==> config.mk <==
export PLATFORM = sky130hd
export DESIGN_NAME = data_gen_param_flat
export DESIGN_NICKNAME = d
export VERILOG_FILES = /design/src/rtl/data_gen_param_if.sv /design/src/rtl/data_gen_param.sv /design/src/flat_wrapper.sv
export SDC_FILE = /design/constraint.sdc
export NUM_CORES = 1
export LEC_CHECK = 0
export ABC_AREA = 0
export CAP_MARGIN = 40
export CORE_MARGIN = 4
export CORE_UTILIZATION = 60
export CTS_BUF_LIST = sky130_fd_sc_hd__clkbuf_8 sky130_fd_sc_hd__clkbuf_16
export CTS_CLUSTER_DIAMETER = 40
export CTS_CLUSTER_SIZE = 24
export DETAILED_ROUTE_END_ITERATION = 6
export GPL_TIMING_DRIVEN = 0
export PLACE_DENSITY = 0.78
export SYNTH_ARGS = -nofsm -noshare
export SYNTH_HDL_FRONTEND = slang
export SYNTH_SLANG_ARGS = --single-unit
==> constraint.sdc <==
create_clock -name clk_usr -period 6.3 [get_ports clk_usr]
set_input_delay 0.63 -clock clk_usr [delete_from_list [all_inputs] [get_ports clk_usr]]
set_output_delay 0.63 -clock clk_usr [all_outputs]
set_load 0.02 [all_outputs]
==> src/rtl/data_gen_param_if.sv <==
`default_nettype none
// +------------------------------------------------------------------+
// | data_gen_param_if : TX FIFO write port (data, delimiter, strobe) |
// | Rev 1.0                                                          |
// +------------------------------------------------------------------+
interface data_gen_param_if #(
  parameter int DATA_W = 16
);
  logic [DATA_W-1:0] dout;
  logic [1:0]        delimeter;
  logic              wr_en;
  logic              tx_fifo_pfull;

  modport master (
    output dout,
    output delimeter,
    output wr_en,
    input  tx_fifo_pfull
  );

  modport slave (
    input  dout,
    input  delimeter,
    input  wr_en,
    output tx_fifo_pfull
  );
endinterface
`default_nettype wire

==> src/rtl/data_gen_param.sv <==
`default_nettype none
// +------------------------------------------------------------------+
// | data_gen_param : framed test-pattern source for the TX FIFO      |
// | Rev 1.0                                                          |
// +------------------------------------------------------------------+
module data_gen_param #(
  parameter int              DATA_W     = 16,
  parameter int              FRAME_LEN  = 8,
  parameter int              NUM_FRAMES = 4,
  parameter int              GAP_CYC    = 2,
  parameter logic [DATA_W-1:0] LFSR_TAPS = DATA_W'(16'hB400),
  parameter logic [DATA_W-1:0] LFSR_SEED = DATA_W'(16'hACE1)
) (
  input  logic             clk_usr,
  input  logic             rst,
  input  logic             start,
  input  logic             stop,
  input  logic             loop_en,
  input  logic [1:0]       mode,
  data_gen_param_if.master fifo,
  output logic             busy,
  output logic             done,
  output logic [15:0]      frame_cnt
);

  localparam logic [15:0]       c_word_last  = 16'(FRAME_LEN - 1);
  localparam logic [15:0]       c_frame_last = 16'(NUM_FRAMES - 1);
  localparam logic [15:0]       c_gap_last   = 16'(GAP_CYC - 1);
  localparam bit                c_gap_zero   = (GAP_CYC == 0);
  localparam logic [DATA_W-1:0] c_alt_init   = {(DATA_W/2){2'b01}};

  typedef enum logic [1:0] {
    ST_IDLE = 2'd0,
    ST_SEND = 2'd1,
    ST_GAP  = 2'd2,
    ST_DONE = 2'd3
  } state_t;

  state_t            r_state;
  state_t            w_state_next;
  logic [1:0]        r_mode;
  logic [DATA_W-1:0] r_pat;
  logic [DATA_W-1:0] w_pat_init;
  logic [DATA_W-1:0] w_pat_adv;
  logic [15:0]       r_word_idx;
  logic [15:0]       r_frame_idx;
  logic [15:0]       r_gap_cnt;
  logic              r_stop_pend;

  logic w_idle;
  logic w_start;
  logic w_issue;
  logic w_last_word;
  logic w_last_frame;
  logic w_eop_issue;
  logic w_stop_any;

  assign w_idle       = (r_state == ST_IDLE) || (r_state == ST_DONE);
  assign w_start      = w_idle && start;
  assign w_issue      = (r_state == ST_SEND) && !fifo.tx_fifo_pfull;
  assign w_last_word  = (r_word_idx == c_word_last);
  assign w_last_frame = (r_frame_idx == c_frame_last);
  assign w_eop_issue  = w_issue && w_last_word;
  assign w_stop_any   = r_stop_pend || stop;

  always_comb begin
    w_pat_init = '0;
    case (mode)
      2'b00:   w_pat_init = '0;
      2'b01:   w_pat_init = DATA_W'(1);
      2'b10:   w_pat_init = LFSR_SEED;
      default: w_pat_init = c_alt_init;
    endcase
  end

  always_comb begin
    w_pat_adv = r_pat;
    case (r_mode)
      2'b00:   w_pat_adv = r_pat + DATA_W'(1);
      2'b01:   w_pat_adv = {r_pat[DATA_W-2:0], r_pat[DATA_W-1]};
      2'b10:   w_pat_adv = (r_pat >> 1) ^ (r_pat[0] ? LFSR_TAPS : '0);
      default: w_pat_adv = ~r_pat;
    endcase
  end

  always_ff @(posedge clk_usr or posedge rst) begin
    if (rst) r_state <= ST_IDLE;
    else     r_state <= w_state_next;
  end

  // A stop arriving on the EOP edge itself still ends the run there.
  always_comb begin
    w_state_next = r_state;
    case (r_state)
      ST_IDLE, ST_DONE: begin
        if (start) w_state_next = ST_SEND;
      end
      ST_SEND: begin
        if (w_eop_issue) begin
          if (w_stop_any || (w_last_frame && !loop_en)) w_state_next = ST_DONE;
          else if (c_gap_zero)                          w_state_next = ST_SEND;
          else                                          w_state_next = ST_GAP;
        end
      end
      ST_GAP: begin
        if (w_stop_any)                    w_state_next = ST_DONE;
        else if (r_gap_cnt == c_gap_last)  w_state_next = ST_SEND;
      end
      default: w_state_next = ST_IDLE;
    endcase
  end

  always_ff @(posedge clk_usr or posedge rst) begin
    if (rst) begin
      r_mode         <= 2'b00;
      r_pat          <= '0;
      r_word_idx     <= '0;
      r_frame_idx    <= '0;
      r_gap_cnt      <= '0;
      r_stop_pend    <= 1'b0;
      fifo.dout      <= '0;
      fifo.delimeter <= 2'b00;
      fifo.wr_en     <= 1'b0;
      busy           <= 1'b0;
      done           <= 1'b0;
      frame_cnt      <= '0;
    end else begin
      fifo.wr_en <= w_issue;
      r_gap_cnt  <= (r_state == ST_GAP) ? r_gap_cnt + 16'd1 : 16'd0;

      if (w_idle) r_stop_pend <= 1'b0;
      else if (stop) r_stop_pend <= 1'b1;

      if (w_start) begin
        r_mode      <= mode;
        r_pat       <= w_pat_init;
        r_word_idx  <= '0;
        r_frame_idx <= '0;
        frame_cnt   <= '0;
        busy        <= 1'b1;
        done        <= 1'b0;
      end else if (r_state == ST_DONE) begin
        busy <= 1'b0;
        done <= 1'b1;
      end

      if (w_issue) begin
        fifo.dout      <= r_pat;
        fifo.delimeter <= {w_last_word, (r_word_idx == 16'd0)};
        r_pat          <= w_pat_adv;
        if (w_last_word) begin
          r_word_idx  <= '0;
          r_frame_idx <= w_last_frame ? 16'd0 : r_frame_idx + 16'd1;
          if (frame_cnt != 16'hFFFF) frame_cnt <= frame_cnt + 16'd1;
        end else begin
          r_word_idx <= r_word_idx + 16'd1;
        end
      end
    end
  end

endmodule
`default_nettype wire
==> src/flat_wrapper.sv <==
// flat-port wrapper written by rule: the top's interface ports become plain ports
module data_gen_param_flat 
#(
  parameter int              DATA_W     = 16,
  parameter int              FRAME_LEN  = 8,
  parameter int              NUM_FRAMES = 4,
  parameter int              GAP_CYC    = 2,
  parameter logic [DATA_W-1:0] LFSR_TAPS = DATA_W'(16'hB400),
  parameter logic [DATA_W-1:0] LFSR_SEED = DATA_W'(16'hACE1)
)
  (clk_usr, rst, start, stop, loop_en, mode, busy, done, frame_cnt, fifo_dout, fifo_delimeter, fifo_wr_en, fifo_tx_fifo_pfull);
  data_gen_param_if #(.DATA_W(DATA_W)) fifo_i ();
  input  logic clk_usr;
  input  logic rst;
  input  logic start;
  input  logic stop;
  input  logic loop_en;
  input  logic [1:0] mode;
  output logic busy;
  output logic done;
  output logic [15:0] frame_cnt;
  output wire logic [$bits(fifo_i.dout)-1:0] fifo_dout;
  output wire logic [$bits(fifo_i.delimeter)-1:0] fifo_delimeter;
  output wire logic [$bits(fifo_i.wr_en)-1:0] fifo_wr_en;
  input wire logic [$bits(fifo_i.tx_fifo_pfull)-1:0] fifo_tx_fifo_pfull;
  assign fifo_dout = fifo_i.dout;
  assign fifo_delimeter = fifo_i.delimeter;
  assign fifo_wr_en = fifo_i.wr_en;
  assign fifo_i.tx_fifo_pfull = fifo_tx_fifo_pfull;
  data_gen_param #(.DATA_W(DATA_W), .FRAME_LEN(FRAME_LEN), .NUM_FRAMES(NUM_FRAMES), .GAP_CYC(GAP_CYC), .LFSR_TAPS(LFSR_TAPS), .LFSR_SEED(LFSR_SEED)) u_core (.clk_usr(clk_usr), .rst(rst), .start(start), .stop(stop), .loop_en(loop_en), .mode(mode), .fifo(fifo_i), .busy(busy), .done(done), .frame_cnt(frame_cnt));
endmodule
==> flow_metrics.env, run 1 <==
export IMPL_layout_cells_non_filler=916
export IMPL_clock_tree_root_driver_cell="clkbuf_8"
export IMPL_synth_simple_gate_area_share_pct=27.2
export IMPL_tritoncts="yes"
export IMPL_synth_adder_area_share_pct=2.04
export IMPL_detail_route_first_pass_iterations=5
export IMPL_route_detailed_vias_per_inst=6.43
export IMPL_filler_cell_count=791
export IMPL_total_power_density_per_cell_area_nw_per_um2=344
export IMPL_post_synth_instance_area_um2=6130
export IMPL_setup_viol=0
export IMPL_rsz0062_at_grt="no"
export IMPL_yosysSeqAreaShare_pct=43.3
export IMPL_drv_max_cap_violation_count=0
export IMPL_critical_path_startpoint_type="primary input"
export IMPL_post_route_period_util_pct=44.1
export IMPL_min_period_ns=2.78
export IMPL_clk_insertion_delay_late_ns=0.39
export IMPL_diodes=0
export IMPL_global_route_wire_length_before_repair_um=27900
export IMPL_crit_arrival_ns=3.08
export IMPL_timing_worst_setup_path_type="in2reg"
export IMPL_detail_route_antenna_nets=0
export IMPL_worst_slew_pin_transition_ns=0.725
export IMPL_maximum_clock_frequency_mhz=360
export IMPL_hpwl_dp_um=11500
export IMPL_route_met3_wl_um=1310
export IMPL_die_h_um=109
export IMPL_synth_edff_count=0
export IMPL_drc=0
export IMPL_p_leak_nw=2.92
export IMPL_cts_hold_buffers=0
export IMPL_placedCellCount=900
export IMPL_grt_usage_pct=29.5
export IMPL_dieArea_um2=11900
export IMPL_synth_largest_area_cell="dfrtp_1"
export IMPL_peakVddDrop_v=0.000217
export IMPL_overflow_after_grt=0
export IMPL_floorplan_die_width_um=109
export IMPL_yosysUniqueCellTypes=66
export IMPL_hold_path_class="reg2reg"
export IMPL_depth_of_the_worst_hold_timing_path=2
export IMPL_synthToLayoutAreaGrowth_pct=13.8
export IMPL_tns_setup_ns=0
export IMPL_pin_count_of_the_biggest_net_entering_global_routing=65
export IMPL_synth_compound_gate_area_share_pct=18.9
export IMPL_routed_via_count=5891
export IMPL_row_count=36
export IMPL_start_util_pct=62.2
export IMPL_endpoint_type_of_the_worst_setup_path="flop"
export IMPL_cts_num_sinks=106
export IMPL_grt_antenna_before_repair=0
export IMPL_portBuffers=44
export IMPL_postRouteWirelength_um=16700
export IMPL_ctsHtreeMaxLevel=3
export IMPL_synthXorXnorAreaFrac_pct=2.57
export IMPL_reg2reg_depth=10
export IMPL_path_max_fanout=10
export IMPL_post_cts_repair_setup_buffers=0
export IMPL_timing_final_hold_violations=0
export IMPL_design_core_area_um2=9860
export IMPL_number_of_top_level_pins=45
export IMPL_synth_seq_cells=106
export IMPL_status="completed"
export IMPL_synth_top_cells_by_area="dfrtp_1, nand2_1, o21ai_0"
export IMPL_gate_count_after_technology_mapping=722
export IMPL_finish_net_count=796
export IMPL_final_setup_skew_ns=0.0118
export IMPL_drive_above_1_share_pct=4.73
export IMPL_cts_buffer_depth=2
export IMPL_wl_met2_um=8190
export IMPL_muxShareOfSynthArea_pct=1.37
export IMPL_synth_top_family_by_area="simple AND/OR/NAND/NOR gates"
export IMPL_clk_pin_slew_ns=0.11
export IMPL_tritoncts_num_buffers=9
export IMPL_final_max_slew_viol_count=0
export IMPL_synthDominantCellAreaShare_pct=43.3
export IMPL_routed_wire_length_per_instance_um=18.2
export IMPL_synth_ff_type="dfrtp_1"
export IMPL_timing_max_slew_rel_slack_pct=51.4
export IMPL_first_global_vias=5623
export IMPL_wl_met1_um=6800
export IMPL_drt_iter0_markers=528
export IMPL_global_placement_routability_congestion=0.982
export IMPL_cp_required_ns=6.60
export IMPL_syn_num_nets=740
export IMPL_synthArstFlopShare_pct=100
export IMPL_synthesis_yosys_warnings=0
export IMPL_cts_resized=0
export IMPL_topRoutingLayerUsed="met4"
export IMPL_synth_area_per_cell_um2=8.49
routing by layer:
layer	vias to the layer above	global-route usage, %
met5	-	0
met4	0	10.2
met3	40	6.28
met2	284	49.1
met1	2847	38.2
li1	2720	-
layout by cell type (no fill, tap or decap), types with 8 or more instances in the layout:
master / synthesis / routed
nand2_1: 108 / 108
dfrtp_1: 106 / 106
o21ai_0: 72 / 72
nand3_1: 46 / 46
clkdlybuf4s50_1: 0 / 44
clkbuf_1: 37 / 37
nor2_1: 36 / 36
a21oi_1: 34 / 34
inv_1: 23 / 22
nor3_1: 22 / 22
nor4_1: 18 / 18
and2_1: 17 / 17
nand4_1: 17 / 17
or3_1: 15 / 15
xnor2_1: 10 / 10
ha_1: 10 / 10
clkbuf_8: 0 / 10
and3_1: 9 / 9
xor2_1: 8 / 8
o22ai_1: 8 / 8
a21o_1: 8 / 8
a31oi_1: 8 / 8
critical path, cell delays in order:
cell             delay (ns)
clkdlybuf4s50_1        0.50
nand2b_1               0.12
clkbuf_1               0.31
inv_1                  0.20
clkbuf_1               0.30
nor2_1                 0.21
clkbuf_1               0.51
o21ai_0                0.18
o21ai_0                0.12
report_power, final:
| part | internal (mW) | leakage [nW] | switching [mW] |
|---|---|---|---|
| Combinational | 0.377 | 1.40 | 0.676 |
| Sequential | 0.804 | 1.42 | 0.0936 |
| Clock | 0.199 | 0.103 | 0.252 |
area by class of cell:
class	count	area, µm²	share of cell area [%]
clock buffers	10	138	1.97
multi-input cells	543	3190	45.7
clock inverters	6	72.6	1.04
repair buffers	45	468	6.70
flip-flops and latches	106	2650	38.0
inverters	23	88.8	1.27
plain buffers	50	203	2.90
well taps	133	166	2.38
Yosys cell counts, types with 3 or more instances:
master	instances
nand2_1	108
dfrtp_1	106
o21ai_0	72
nand3_1	46
clkbuf_1	37
nor2_1	36
a21oi_1	34
inv_1	23
nor3_1	22
nor4_1	18
and2_1	17
nand4_1	17
or3_1	15
ha_1	10
xnor2_1	10
and3_1	9
a21o_1	8
a31oi_1	8
o22ai_1	8
xor2_1	8
a211oi_1	6
buf_1	6
buf_2	6
a22o_1	5
and4_1	5
mux2i_1	5
nand2b_1	5
nor3b_1	5
o221ai_1	4
a21boi_0	3
a22oi_1	3
a311oi_1	3
nor2b_1	3
o21a_1	3
o311ai_0	3
o31ai_1	3
state kept, by name (all words and copies together), names as in the netlist:
signal	count
u_core.r_frame_idx	16
u_core.r_stop_pend	1
u_core.fifo.delimeter	2
u_core.r_mode	2
u_core.r_word_idx	16
u_core.fifo.wr_en	1
u_core.r_gap_cnt	16
u_core.done	1
u_core.busy	1
u_core.r_state	2
u_core.fifo.dout	16
u_core.r_pat	16
u_core.frame_cnt	16
kinds of logic (layout without fill, tap and decap cells):
family	count (synthesis)	in the layout
and+or+nand+nor	322	322
xor gates and xnor gates	18	18
muxes	7	7
DFF	106	106
AOI/OAI and AO/OA	186	186
adders and majority gates	10	10
buffers and inverters	73	134
stage by stage:
stage	total power [mW]	hold slack [ns]	utilization (%)	cell area [µm²]	setup slack, ns
3_5_place_dp	1.94	0.462	68.6	6770	3.18
2_1_floorplan	1.59	0.450	-	6130	2.88
4_1_cts	2.39	0.486	70.8	6980	3.60
3_3_place_gp	1.91	0.458	68.3	6740	1.34
6_report	2.40	0.481	70.8	6980	3.52
5_1_grt	2.56	0.505	70.8	6980	3.33
final timing paths:
kind                                      from                    to  slack (ns)
min in group asynchronous                  rst   u_core.r_gap_cnt[1]        0.64
min                        u_core.fifo.dout[2]   u_core.fifo.dout[2]        0.48
max in group asynchronous                  rst  u_core.r_word_idx[1]        4.94
min reg2reg                u_core.fifo.dout[2]   u_core.fifo.dout[2]        0.48
max                         fifo_tx_fifo_pfull       u_core.r_pat[9]        3.52
max reg2reg                  u_core.r_state[1]       u_core.r_pat[9]        3.57
Power figures use the tool's default switching activity.
==> inputs of run 2 (changes only) <==
--- a/config.mk
+++ b/config.mk
@@ -8,13 +8,13 @@
 export ABC_AREA = 0
 export CAP_MARGIN = 40
 export CORE_MARGIN = 4
-export CORE_UTILIZATION = 60
+export CORE_UTILIZATION = 54
 export CTS_BUF_LIST = sky130_fd_sc_hd__clkbuf_8 sky130_fd_sc_hd__clkbuf_16
 export CTS_CLUSTER_DIAMETER = 40
 export CTS_CLUSTER_SIZE = 24
 export DETAILED_ROUTE_END_ITERATION = 6
 export GPL_TIMING_DRIVEN = 0
-export PLACE_DENSITY = 0.78
+export PLACE_DENSITY = 0.74
 export SYNTH_ARGS = -nofsm -noshare
 export SYNTH_HDL_FRONTEND = slang
 export SYNTH_SLANG_ARGS = --single-unit
==> constraint.sdc (replaced) <==
create_clock -name clk_usr -period 2.24 [get_ports clk_usr]
set_input_delay 0.224 -clock clk_usr [delete_from_list [all_inputs] [get_ports clk_usr]]
set_output_delay 0.224 -clock clk_usr [all_outputs]
set_load 0.02 [all_outputs]
==> run 2 against run 1 <==
- sequential cell count is the same
- routed wire length shrank 1.5%
- total power grew to 2.9 times the previous value
- clock power grew to 3.3 times the previous value
- highest routed layer unchanged
==> flow_metrics.env, run 2 (synthesis gave the netlist of run 1 again) <==
export IMPL_drive_above_1_share_pct=9.15
export IMPL_total_power_density_per_cell_area_nw_per_um2=974
export IMPL_tritoncts="yes"
export IMPL_post_layout_total_power_mw=7.02
export IMPL_design_core_area_um2=11000
export IMPL_timing_worst_setup_path_type="reg2reg"
export IMPL_cp_required_ns=2.53
export IMPL_clock_tree_root_driver_cell="clkbuf_16"
export IMPL_cts_buffer_depth=2
export IMPL_post_route_period_util_pct=94.7
export IMPL_cts_num_sinks=106
export IMPL_row_count=38
export IMPL_die_h_um=115
export IMPL_final_max_slew_viol_count=0
export IMPL_ctsHtreeMaxLevel=3
export IMPL_p_leak_nw=3.04
export IMPL_postRouteWirelength_um=16400
export IMPL_pin_count_of_the_biggest_net_entering_global_routing=38
export IMPL_multi_input_area_um2=3240
export IMPL_portBuffers=44
export IMPL_timing_final_hold_violations=0
export IMPL_setup_viol=0
export IMPL_utilization_pct=65.6
export IMPL_grt_usage_pct=25.9
export IMPL_drc=0
export IMPL_diodes=0
export IMPL_routed_via_count=5757
export IMPL_worst_slew_pin_transition_ns=0.841
export IMPL_tritoncts_num_buffers=9
export IMPL_most_used_cells_in_the_layout_excluding_fill_and_tap_cells="nand2_1, dfrtp_1, o21ai_0"
export IMPL_critical_path_startpoint_type="flop"
export IMPL_filler_cell_count=928
export IMPL_path_max_fanout=10
export IMPL_route_detailed_vias_per_inst=6.21
export IMPL_finish_net_count=801
export IMPL_drv_max_cap_violation_count=0
export IMPL_dpl_instance_area_um2=6790
export IMPL_crit_path_top_delay_cell="or3_4"
export IMPL_final_design_area_no_fill_um2=7200
export IMPL_clk_insertion_delay_late_ns=0.36
export IMPL_overflow_after_grt=0
export IMPL_final_setup_skew_ns=0.0113
export IMPL_cts_hold_buffers=0
export IMPL_dieArea_um2=13100
export IMPL_detail_route_first_pass_iterations=5
export IMPL_global_placement_routability_congestion=0.986
export IMPL_min_period_ns=2.12
export IMPL_global_route_wire_length_before_repair_um=27400
export IMPL_grt_antenna_before_repair=0
export IMPL_maximum_single_stage_delay_on_the_critical_path_ns=0.45
export IMPL_number_of_top_level_pins=45
export IMPL_crit_arrival_ns=2.41
export IMPL_routed_wire_length_per_instance_um=17.7
export IMPL_peakVddDrop_v=0.000983
export IMPL_endpoint_type_of_the_worst_setup_path="flop"
export IMPL_hold_path_class="in2async"
export IMPL_floorplan_die_width_um=115
export IMPL_cp_cell_sequence="ha_2 -> and4bb_2 -> nand4_4 -> or3_4 -> buf_6 -> or3_1 -> nand3_1"
export IMPL_layout_commonest_cell="nand2_1"
export IMPL_regArea_um2=2660
export IMPL_clk_pin_slew_ns=0.07
export IMPL_drt_iter0_markers=557
export IMPL_status="completed"
export IMPL_maximum_clock_frequency_mhz=472
export IMPL_detail_route_antenna_nets=0
export IMPL_start_util_pct=55.8
export IMPL_synthToLayoutAreaGrowth_pct=17.5
export IMPL_timing_max_slew_rel_slack_pct=43.8
export IMPL_first_global_vias=5438
export IMPL_hpwl_dp_um=11300
run 2: cell types whose count changed in the layout (fill, tap and decap cells not counted), sizes merged:
cell and delta:
buf +11, clkbuf -6, bufinv -1
run 2: worst max-delay path: cells and delay by family (launching register included):
| family | cells | cell delay [ns] |
|---|---|---|
| buffers and inverters | 1 | 0.15 |
| flip-flops | 1 | 0.37 |
| adder cells (fa/ha/maj) | 1 | 0.22 |
| AND/OR/NAND/NOR | 5 | 1.30 |
run 2: timing repair:
action,CTS,global route
pin swaps,1,7
cloned,0,0
endpoints found under the setup margin,67,55
resized for setup,17,28
buffers inserted,0,11
run 2: stage by stage:
stage	worst slack [ns]	TNS [ns]	hold WS (ns)	instances
floorplan	0.0765	0	0.341	722
global placement	-0.381	-45.97	0.458	906
detailed placement	-0.396	-12.90	0.464	908
CTS	0.0170	0	0.389	921
global route	-0.00271	-0.00271	0.427	927
finish	0.119	0	0.367	927
run 2: worst paths after layout:
path	start	cells past startpoint	slack (ns)	end
hold reg to reg	u_core.fifo.dout[8]	2	0.47	u_core.fifo.dout[8]
max in group asynchronous	rst	3	1.21	u_core.r_word_idx[4]
hold / removal	rst	2	0.37	u_core.frame_cnt[8]
min in group clk_usr	u_core.fifo.dout[8]	2	0.47	u_core.fifo.dout[8]
setup reg to reg	u_core.r_word_idx[0]	7	0.12	u_core.r_frame_idx[14]
setup / recovery	u_core.r_word_idx[0]	7	0.12	u_core.r_frame_idx[14]
run 2: cell type report:
| type | count | share of cell area (%) |
|---|---|---|
| Buffer | 43 | 2.92 |
| Clock buffer | 10 | 3.32 |
| Clock inverter | 5 | 0.347 |
| Inverter | 23 | 1.25 |
| Multi-Input combinational cell | 543 | 45.0 |
| Sequential cell | 106 | 36.9 |
| Tap cell | 140 | 2.43 |
| Timing Repair Buffer | 57 | 7.82 |
run 2: report_power, final:
part	switching, mW	internal [mW]
registers	0.332	2.27
clock network	0.706	0.767
logic	1.84	1.10
run 2: routing by layer:
metal	global-route usage, %	routed length (µm)	up-vias
met3	6.34	992	25
met5	0	0	-
met4	6.89	223	0
met1	34.3	7270	2795
met2	42.4	7930	192
li1	-	-	2745
